--- src/rtl/fp_unit_wb_buffer.sv ---
// ---------------------------------------------------------------------------
// fp_unit_wb_buffer
//
// Writeback-side result buffer for a pipelined FP execution unit. Completed
// results {id, data} enter a small in-order FIFO. The head entry is presented
// to the FP writeback stage as done/id/rd and retires when writeback acks it.
// While the FIFO holds entries the unit pipeline can keep issuing. The unit
// sees backpressure only through result_ready.
//
// Ports:
//   clk           core clock
//   rst           asynchronous, active-high reset
//   result_valid  unit presents a completed result this cycle
//   result_id     ID of the presented result
//   result_data   value of the presented result
//   result_ready  buffer can accept a result this cycle (not full)
//   wb_done       head entry valid toward writeback
//   wb_id         head entry ID (0 when wb_done=0)
//   wb_rd         head entry data (0 when wb_done=0)
//   wb_ack        writeback consumed the head entry this cycle
//   count         current occupancy, 0..DEPTH
// ---------------------------------------------------------------------------
module fp_unit_wb_buffer #(
    parameter int DEPTH    = 2,
    parameter int ID_WIDTH = 3,
    parameter int FLEN     = 64
) (
    input  logic                     clk,
    input  logic                     rst,
    input  logic                     result_valid,
    input  logic [ID_WIDTH-1:0]      result_id,
    input  logic [FLEN-1:0]          result_data,
    output logic                     result_ready,
    output logic                     wb_done,
    output logic [ID_WIDTH-1:0]      wb_id,
    output logic [FLEN-1:0]          wb_rd,
    input  logic                     wb_ack,
    output logic [$clog2(DEPTH):0]   count
);

    localparam int PTR_W = $clog2(DEPTH);
    localparam int CNT_W = PTR_W + 1;

    // Pointer wrap relies on DEPTH being a power of two. Occupancy comes from
    // the counter, so the pointers need no extra wrap bit.
    if (DEPTH < 2 || (DEPTH & (DEPTH - 1)) != 0) begin : g_bad_depth
        $error("fp_unit_wb_buffer: DEPTH must be a power of two >= 2");
    end

    typedef struct packed {
        logic [ID_WIDTH-1:0] id;
        logic [FLEN-1:0]     data;
    } entry_t;

    entry_t             mem [DEPTH];
    logic [PTR_W-1:0]   wr_ptr;
    logic [PTR_W-1:0]   rd_ptr;
    logic [CNT_W-1:0]   count_q;
    logic               push;
    logic               pop;

    // Ready and done are decoded from the registered count only. That keeps
    // wb_ack out of the result_ready path. It also means a fresh result is
    // never bypassed to the head in the cycle it arrives.
    assign result_ready = (count_q != CNT_W'(DEPTH));
    assign wb_done      = (count_q != '0);
    assign count        = count_q;

    // A result offered while full is dropped. An ack with nothing at the
    // head is ignored.
    assign push = result_valid & result_ready;
    assign pop  = wb_ack & wb_done;

    // -----------------------------------------------------------------------
    // Pointers and occupancy
    // -----------------------------------------------------------------------
    // NOTE: state registers use non-blocking assignments so every flop samples
    // pre-edge values; blocking here would make update order matter.
    always_ff @(posedge clk or posedge rst) begin
        if (rst) begin
            wr_ptr  <= '0;
            rd_ptr  <= '0;
            count_q <= '0;
        end else begin
            if (push) begin
                wr_ptr <= wr_ptr + PTR_W'(1);
            end
            if (pop) begin
                rd_ptr <= rd_ptr + PTR_W'(1);
            end
            unique case ({push, pop})
                2'b10:   count_q <= count_q + CNT_W'(1);
                2'b01:   count_q <= count_q - CNT_W'(1);
                default: count_q <= count_q;   // idle, or push and pop together
            endcase
        end
    end

    // -----------------------------------------------------------------------
    // Entry storage
    // -----------------------------------------------------------------------
    // NOTE: the storage array is deliberately left out of reset. Entries are
    // only observable through the head mux, and that mux is gated by count.
    // A reset is therefore redundant and would stop the array mapping onto
    // plain RAM/flop banks without reset.
    always_ff @(posedge clk) begin
        if (push) begin
            mem[wr_ptr] <= '{id: result_id, data: result_data};
        end
    end

    // -----------------------------------------------------------------------
    // Head presentation
    // -----------------------------------------------------------------------
    // Outputs are forced to zero when empty. Unwritten RAM contents therefore
    // never reach writeback as X, either after reset or after a drain.
    // NOTE: defaults are assigned first so every path drives both outputs and
    // no latch is inferred.
    always_comb begin
        wb_id = '0;
        wb_rd = '0;
        if (wb_done) begin
            wb_id = mem[rd_ptr].id;
            wb_rd = mem[rd_ptr].data;
        end
    end

    // -----------------------------------------------------------------------
    // Protocol checking (simulation only)
    // -----------------------------------------------------------------------
`ifndef SYNTHESIS
    // The unit must not offer a result while the buffer is full. If it does,
    // the result is lost. This warns rather than stopping so the drop
    // behaviour itself can still be observed.
    a_no_valid_when_full: assert property (
        @(posedge clk) disable iff (rst) result_valid |-> result_ready
    ) else $warning("fp_unit_wb_buffer: result_valid while result_ready=0, result dropped");
`endif

endmodule

--- config.mk ---
export PLATFORM = sky130hd
export DESIGN_NAME = fp_unit_wb_buffer
export DESIGN_NICKNAME = d
export VERILOG_FILES = /design/src/rtl/fp_unit_wb_buffer.sv
export SDC_FILE = /design/constraint.sdc
export NUM_CORES = 1
export LEC_CHECK = 0
export CAP_MARGIN = 20
export CORE_ASPECT_RATIO = 2
export CORE_MARGIN = 4
export CORE_UTILIZATION = 30
export DETAILED_ROUTE_END_ITERATION = 10
export GPL_ROUTABILITY_DRIVEN = 0
export MAX_ROUTING_LAYER = met4
export PLACE_DENSITY = 0.56
export RECOVER_POWER = 50
export SYNTH_ARGS = -nofsm -noshare
export SYNTH_HDL_FRONTEND = slang
export SYNTH_SLANG_ARGS = --single-unit
--- constraint.sdc ---
create_clock -name clk -period 4.65 [get_ports clk]
set_clock_uncertainty 0.2 [all_clocks]
set_input_delay 0.93 -clock clk [delete_from_list [all_inputs] [get_ports clk]]
set_output_delay 0.93 -clock clk [all_outputs]
set_load 0.03 [all_outputs]
==> results of run 1 <==
[layout by cell type, fill, tap and decap left out, types with 2 or more instances in the layout]
master           synthesis  routed
buf_12                   3       2
bufinv_16                0       3
clkbuf_16                0      17
clkdlybuf4s50_1          0      72
clkinv_4                 0       3
clkinvlp_4               0       4
dfrtp_1                  4       3
diode_2                  0       2
dlygate4sd3_1            0      69
edfxtp_1               134     134
inv_1                    1       2
inv_6                    0       2
mux2i_1                 67      67
nor2_1                  69      68
nor2_4                   1       2
xnor2_1                  3       3
xor2_1                   2       2
[worst max-delay path: cells and delay by family (launching register included)]
kind | cells | cell delay (ns)
flops | 1 | 0.81
buf+inv | 2 | 1.04
mux | 1 | 0.12
simple gates | 1 | 0.14
[worst max-delay path by stage]
stage / from / to / slack (ns) / cells after the start
after floorplan: count[0] / mem[0][0] / 1.11 / 3
after global placement: rd_ptr / wb_rd[39] / 1.35 / 4
after detailed placement: count[0] / wb_id[2] / 1.33 / 4
after CTS: count[0] / wb_id[2] / 0.86 / 4
after global routing: count[0] / wb_rd[57] / 0.80 / 4
final: rd_ptr / wb_rd[39] / 0.96 / 4
[logic make-up after synthesis]
group	Yosys count
buf+inv	17
xor+xnor	5
mux	67
fa+ha+maj	1
flops	138
simple gates	74
[final cells by class]
cell class / count / area, um^2
clock inverters: 13 / 169
fillers: 1615 / 9850
well taps: 210 / 263
inverters: 2 / 7.51
clock buffers: 19 / 443
diodes: 2 / 5.00
repair buffers: 144 / 1460
multi-input cells: 147 / 1030
flip-flops and latches: 138 / 4130
[flip-flops by register name (all words and copies together), names as in the netlist]
| name | flops |
|---|---|
| rd_ptr | 1 |
| count | 2 |
| wr_ptr | 1 |
| mem | 134 |
[per-layer routing]
metal	routed length [um]	global-route usage, %	vias up
li1	-	-	1415
met1	3850	11.5	1458
met2	6830	21.8	89
met3	486	3.24	21
met4	395	7.20	0
met5	0	-	-
[per-stage QoR]
step / util, % / power (W) / area, um^2
global route: 43.2 / 0.00596 / 7500
floorplan: - / 0.00344 / 5320
detailed placement: 39.7 / 0.00440 / 6890
finish: 43.2 / 0.00567 / 7500
CTS: 43.2 / 0.00580 / 7500
global placement: 39.7 / 0.00437 / 6890
[report_power, final]
| group | total [W] | internal, W | switching (W) |
|---|---|---|---|
| logic | 0.00243 | 0.000968 | 0.00147 |
| registers | 0.00187 | 0.00171 | 0.000152 |
| clock network | 0.00137 | 0.000861 | 0.000511 |
==> run_results.csv, run 1 <==
group,metric,value,unit
synthesis,synth.area.top_cells,"edfxtp_1 76%, mux2i_1 13%, nor2_1 4.9%",
clocking,hold_buffers,0,
global_route,grt_util_all_layers,12.3,%
hold_path,hold_start,"wr_ptr",
sta,rsz0062_at_grt,"false",
sta,maxSlewHeadroom,-12.1,%
clocking,clock_latency,0.41,ns
layout,syn_to_final_growth,41.1,%
sta,fin_setup_tns,0,ns
clocking,post_cts_resize_count,0,
clocking,path_clk_slew,0.06,ns
sta,worstMarginPinSlew,1.68,ns
critical_path,crit_type,"reg -> out",
critical_path,r2r_end,"mem[1][12]",
floorplan,dieWidth,102,um
sta,fmax,271,MHz
clocking,numCtsBuffers,17,
critical_path,critPathSlowestCell,"dfrtp_4",
global_route,first_global_vias,3261,
clocking,cts-root-buf,"clkbuf_16",
synthesis,synth_top_family_by_area,"multiplexers",
sta,finalCritPeriodShare,79.4,%
run_status,outcome,"finished, violations left",
critical_path,reg2reg_depth,2,
critical_path,critPathArrivalTime,2.56,ns
sta,setup_violations,0,
global_route,grt_max_degree,68,
synthesis,synth-simple-area-share,5.56,%
routing,drtPass1Iterations,4,
routing,viasPerCell,4.42,
hold_path,whs_endpoint,"wr_ptr",
synthesis,synth-seq-cells,138,
pwr,p_leak,2.75,nW
sta,whs,0.352,ns
floorplan,rows,68,
floorplan,die-height,196,um
critical_path,critPathLaunchType,"flop",
hold_path,hold_depth,1,
critical_path,cp_max_fo,36,
floorplan,ios,142,
hold_path,hold_path_class,"reg -> reg",
critical_path,path_cells,"buf_12 > mux2i_1 > nor2_1 > clkdlybuf4s50_1",
synthesis,synthMuxAreaShare,12.6,%
synthesis,synth.top_cell.area_share,75.7,%
sta,setup_slack,0.958,ns
synthesis,synth_cell_types,19,
pwr,p_per_area,756,nW/um^2
sta,hold_viol,0,
synthesis,netlist_area,5320,um^2
place,dp_slack,1.33,ns
layout,drive_gt1_share,8.21,%
synthesis,yosysSeqAreaShare,77.6,%
job,cap_violations,1,
floorplan,core_area,17400,um^2
synthesis,dominantRegCellSynth,"edfxtp_1",
critical_path,end_kind,"primary output",
layout,layout.nets,522,
global_route,antenna_found_initial,2,
clocking,clk_path_buf_depth,2,
synthesis,synth-edff-count,134,
place,dpl.hpwl,7.68,mm
routing,num_vias,2983,
critical_path,rrSetupSlack,2.03,ns
clocking,cts_setup_buffers,0,
routing,routed_wl,11.6,mm
synthesis,yosysTopAreaCell,"edfxtp_1",
synthesis,synth_compound_area_share,0,%
place,placed_cells,641,
pwr,ir_drop,0.613,mV
routing,drtAntennaViolNets,0,
synthesis,synth_xor_area_share,0.824,%
routing,drt_iter0_markers,89,
global_route,grt_overflow,0,
synthesis,syn_nets,374,
synthesis,ys_warn_count,0,
floorplan,initial_core_util,30.6,%
synthesis,synthTopCellsByCount,"134 x edfxtp_1, 69 x nor2_1, 67 x mux2i_1",
global_route,grt_pass1_wl,17.4,mm
critical_path,cp.required,3.52,ns
floorplan,die_area,20000,um^2
layout,finalNonFillerCells,675,
run_status,violations,"capacitance limit, slew limit",
sta,slew_viol_final,68,
synthesis,synthAdderAreaFrac,0.235,%
clocking,cts_sinks,138,
place,port_buffers,141,
clocking,cts_tree,"done",
routing,drc_errors,0,
routing,drt-wirelength-per-cell,17.1,um
synthesis,synth.most_common_cell,"edfxtp_1",
clocking,htree_num_levels,4,
synthesis,synthArstFlopShare,2.90,%
sta,fin_crit,3.69,ns
critical_path,r2r_start,"count[0]",
synthesis,syn_area_per_cell,17.6,um^2
critical_path,slowest_delay,0.81,ns
synthesis,syn_inst,302,
(Power assumes the default switching activity.)
==> run 2: changes to the inputs <==
--- a/config.mk
+++ b/config.mk
@@ -12,7 +12,7 @@
 export DETAILED_ROUTE_END_ITERATION = 10
 export GPL_ROUTABILITY_DRIVEN = 0
 export MAX_ROUTING_LAYER = met4
-export PLACE_DENSITY = 0.56
+export PLACE_DENSITY = 0.58
 export RECOVER_POWER = 50
 export SYNTH_ARGS = -nofsm -noshare
 export SYNTH_HDL_FRONTEND = slang
==> constraint.sdc (replaced) <==
create_clock -name clk -period 3.2 [get_ports clk]
set_clock_uncertainty 0.2 [all_clocks]
set_input_delay 0.64 -clock clk [delete_from_list [all_inputs] [get_ports clk]]
set_output_delay 0.64 -clock clk [all_outputs]
set_load 0.03 [all_outputs]
==> run 2 against run 1 <==
  * The run still ends with capacitance limit, slew limit left
  * Routed wire length increased by 1.7%
  * Clock power increased by 51%
  * Register-to-register slack got worse by 1.6 ns
  * First-iteration DRC count decreased by 2.2%
  * Sequential power increased by 42%
  * Total power increased by 48%
  * Cell area increased by 1.5%
  * Largest power group unchanged
  * Die area unchanged
  * Critical path depth unchanged
==> run_results.csv, run 2 (synthesis results as in run 1) <==
group,metric,value,unit
pwr,combPwrFrac,43.8,%
sta,finalCritPeriodShare,96.1,%
pwr,p_int,0.00534,W
hold_path,hold_path_class,"in -> async",
pwr,power,0.00842,W
pwr,swShare,36.5,%
critical_path,path_cells,"buf_12 > mux2i_1 > nor2_1 > clkdlybuf4s50_1",
routing,drtPass1Iterations,4,
sta,worstMarginPinSlew,1.53,ns
global_route,first_global_vias,3324,
global_route,grt_pass1_wl,17.8,mm
layout,syn_to_final_growth,43.2,%
sta,fin_setup_tns,0,ns
clocking,clock_latency,0.41,ns
layout,layout.nets,529,
routing,drtAntennaViolNets,0,
critical_path,critPathSlowestCell,"clkdlybuf4s50_1",
routing,met1_length,3.85,mm
critical_path,end_kind,"primary output",
routing,routed_wl,11.8,mm
clocking,clk_path_buf_depth,2,
sta,setup_slack,0.126,ns
layout,largest_reg_flops,134,
layout,final_cell_mix,"134 x edfxtp_1, 73 x clkdlybuf4s50_1, 68 x nor2_1, 68 x dlygate4sd3_1, 67 x mux2i_1",
sta,hold_viol,0,
routing,drc_errors,0,
clocking,cts-root-buf,"clkbuf_16",
pwr,p_per_area,1110,nW/um^2
sta,fin_crit,3.07,ns
job,cap_violations,1,
floorplan,rows,68,
critical_path,crit_type,"reg -> out",
sta,rsz0062_at_grt,"false",
critical_path,slowest_delay,0.70,ns
global_route,antenna_found_initial,6,
critical_path,critPathArrivalTime,2.23,ns
floorplan,core_area,17400,um^2
floorplan,ios,142,
place,placed_cells,647,
layout,layout_commonest_cell,"edfxtp_1",
routing,wl_met2,6.99,mm
routing,wl_met3,586,um
critical_path,cp_max_fo,19,
layout,largest-register,"mem",
clocking,cts_setup_buffers,1,
routing,drt_iter0_markers,87,
place,port_buffers,141,
pwr,p_switching,0.00307,W
global_route,grt_overflow,0,
routing,num_vias,3029,
pwr,ir_drop,0.475,mV
sta,setup_violations,0,
sta,slew_viol_final,29,
place,dp_slack,0.358,ns
clocking,path_clk_slew,0.06,ns
global_route,grt_max_degree,69,
clocking,post_cts_resize_count,0,
clocking,cts_tree,"done",
layout,fin_area,7610,um^2
clocking,numCtsBuffers,17,
pwr,seqPwrFrac,31.6,%
routing,drt-wirelength-per-cell,17.2,um
pwr,clkPwrFrac,24.6,%
floorplan,die_area,20000,um^2
layout,drive_gt1_share,8.96,%
clocking,cts_sinks,138,
floorplan,dieWidth,102,um
run_status,outcome,"finished, violations left",
sta,fmax,325,MHz
clocking,htree_num_levels,4,
routing,viasPerCell,4.42,
place,dpl.hpwl,8.13,mm
critical_path,cp.required,2.36,ns
clocking,hold_buffers,0,
floorplan,initial_core_util,30.6,%
routing,topRoutingLayerUsed,"met4",
floorplan,die-height,196,um
critical_path,critPathLaunchType,"flop",
sta,maxSlewHeadroom,-1.85,%
pwr,p_leak,2.81,nW
run_status,violations,"capacitance limit, slew limit",
layout,finalNonFillerCells,685,
global_route,grt_util_all_layers,12.4,%
place,post_dp_cell_area,6970,um^2
-- run 2: changes by cell type in the layout (fill, tap and decap cells not counted), sizes merged --
cell           previous run  this run
clkinvlp                  4         2
clkdlybuf4s50            72        73
diode                     2         6
bufinv                    3         5
dlygate4sd3              69        68
buf                       3         9
-- run 2: through the flow --
stage	util, %	hold WS, ns
after floorplan	-	0.206
after global placement	40.2	0.343
after detailed placement	40.2	0.382
after CTS	43.9	0.206
after global routing	43.9	0.359
final	43.9	0.357
-- run 2: routing by layer --
metal | global-route usage [%] | vias to the layer above
met1 | 11.0 | 1482
li1 | - | 1430
met5 | - | -
met2 | 23.1 | 95
met4 | 5.99 | 0
met3 | 3.70 | 22
-- run 2: power groups by stage --
stage | clock [W] | combinational (W) | sequential [W]
2_1_floorplan | 0 | 0.00235 | 0.00263
3_3_place_gp | 0 | 0.00372 | 0.00272
3_5_place_dp | 0 | 0.00373 | 0.00274
4_1_cts | 0.00212 | 0.00381 | 0.00266
5_1_grt | 0.00220 | 0.00392 | 0.00271
6_report | 0.00207 | 0.00369 | 0.00266
-- run 2: final cells by class --
| type | count | area [um^2] |
|---|---|---|
| Fill cell | 1648 | 9740 |
| Tap cell | 210 | 263 |
| Multi-Input combinational cell | 147 | 1030 |
| Antenna cell | 6 | 15.0 |
| Clock inverter | 13 | 199 |
| Timing Repair Buffer | 151 | 1540 |
| Sequential cell | 138 | 4130 |
| Clock buffer | 18 | 429 |
| Inverter | 2 | 7.51 |
-- run 2: worst paths after layout --
check	start	end	slack, ns	cells past startpoint
worst min register to register	wr_ptr	wr_ptr	0.38	1
worst max-delay path	rd_ptr	wb_rd[57]	0.13	4
min in group clk	wr_ptr	wr_ptr	0.38	1
max in group asynchronous	rst	rd_ptr	2.26	2
worst min-delay path	rst	count[1]	0.36	2
worst max register to register	count[0]	mem[1][53]	0.42	3
-- run 2: worst max-delay path: cells and delay by family (launching register included) --
| family | cells | cell delay, ns |
|---|---|---|
| muxes | 1 | 0.12 |
| and+or+nand+nor | 1 | 0.16 |
| buffers and inverters | 2 | 0.92 |
| DFF | 1 | 0.61 |
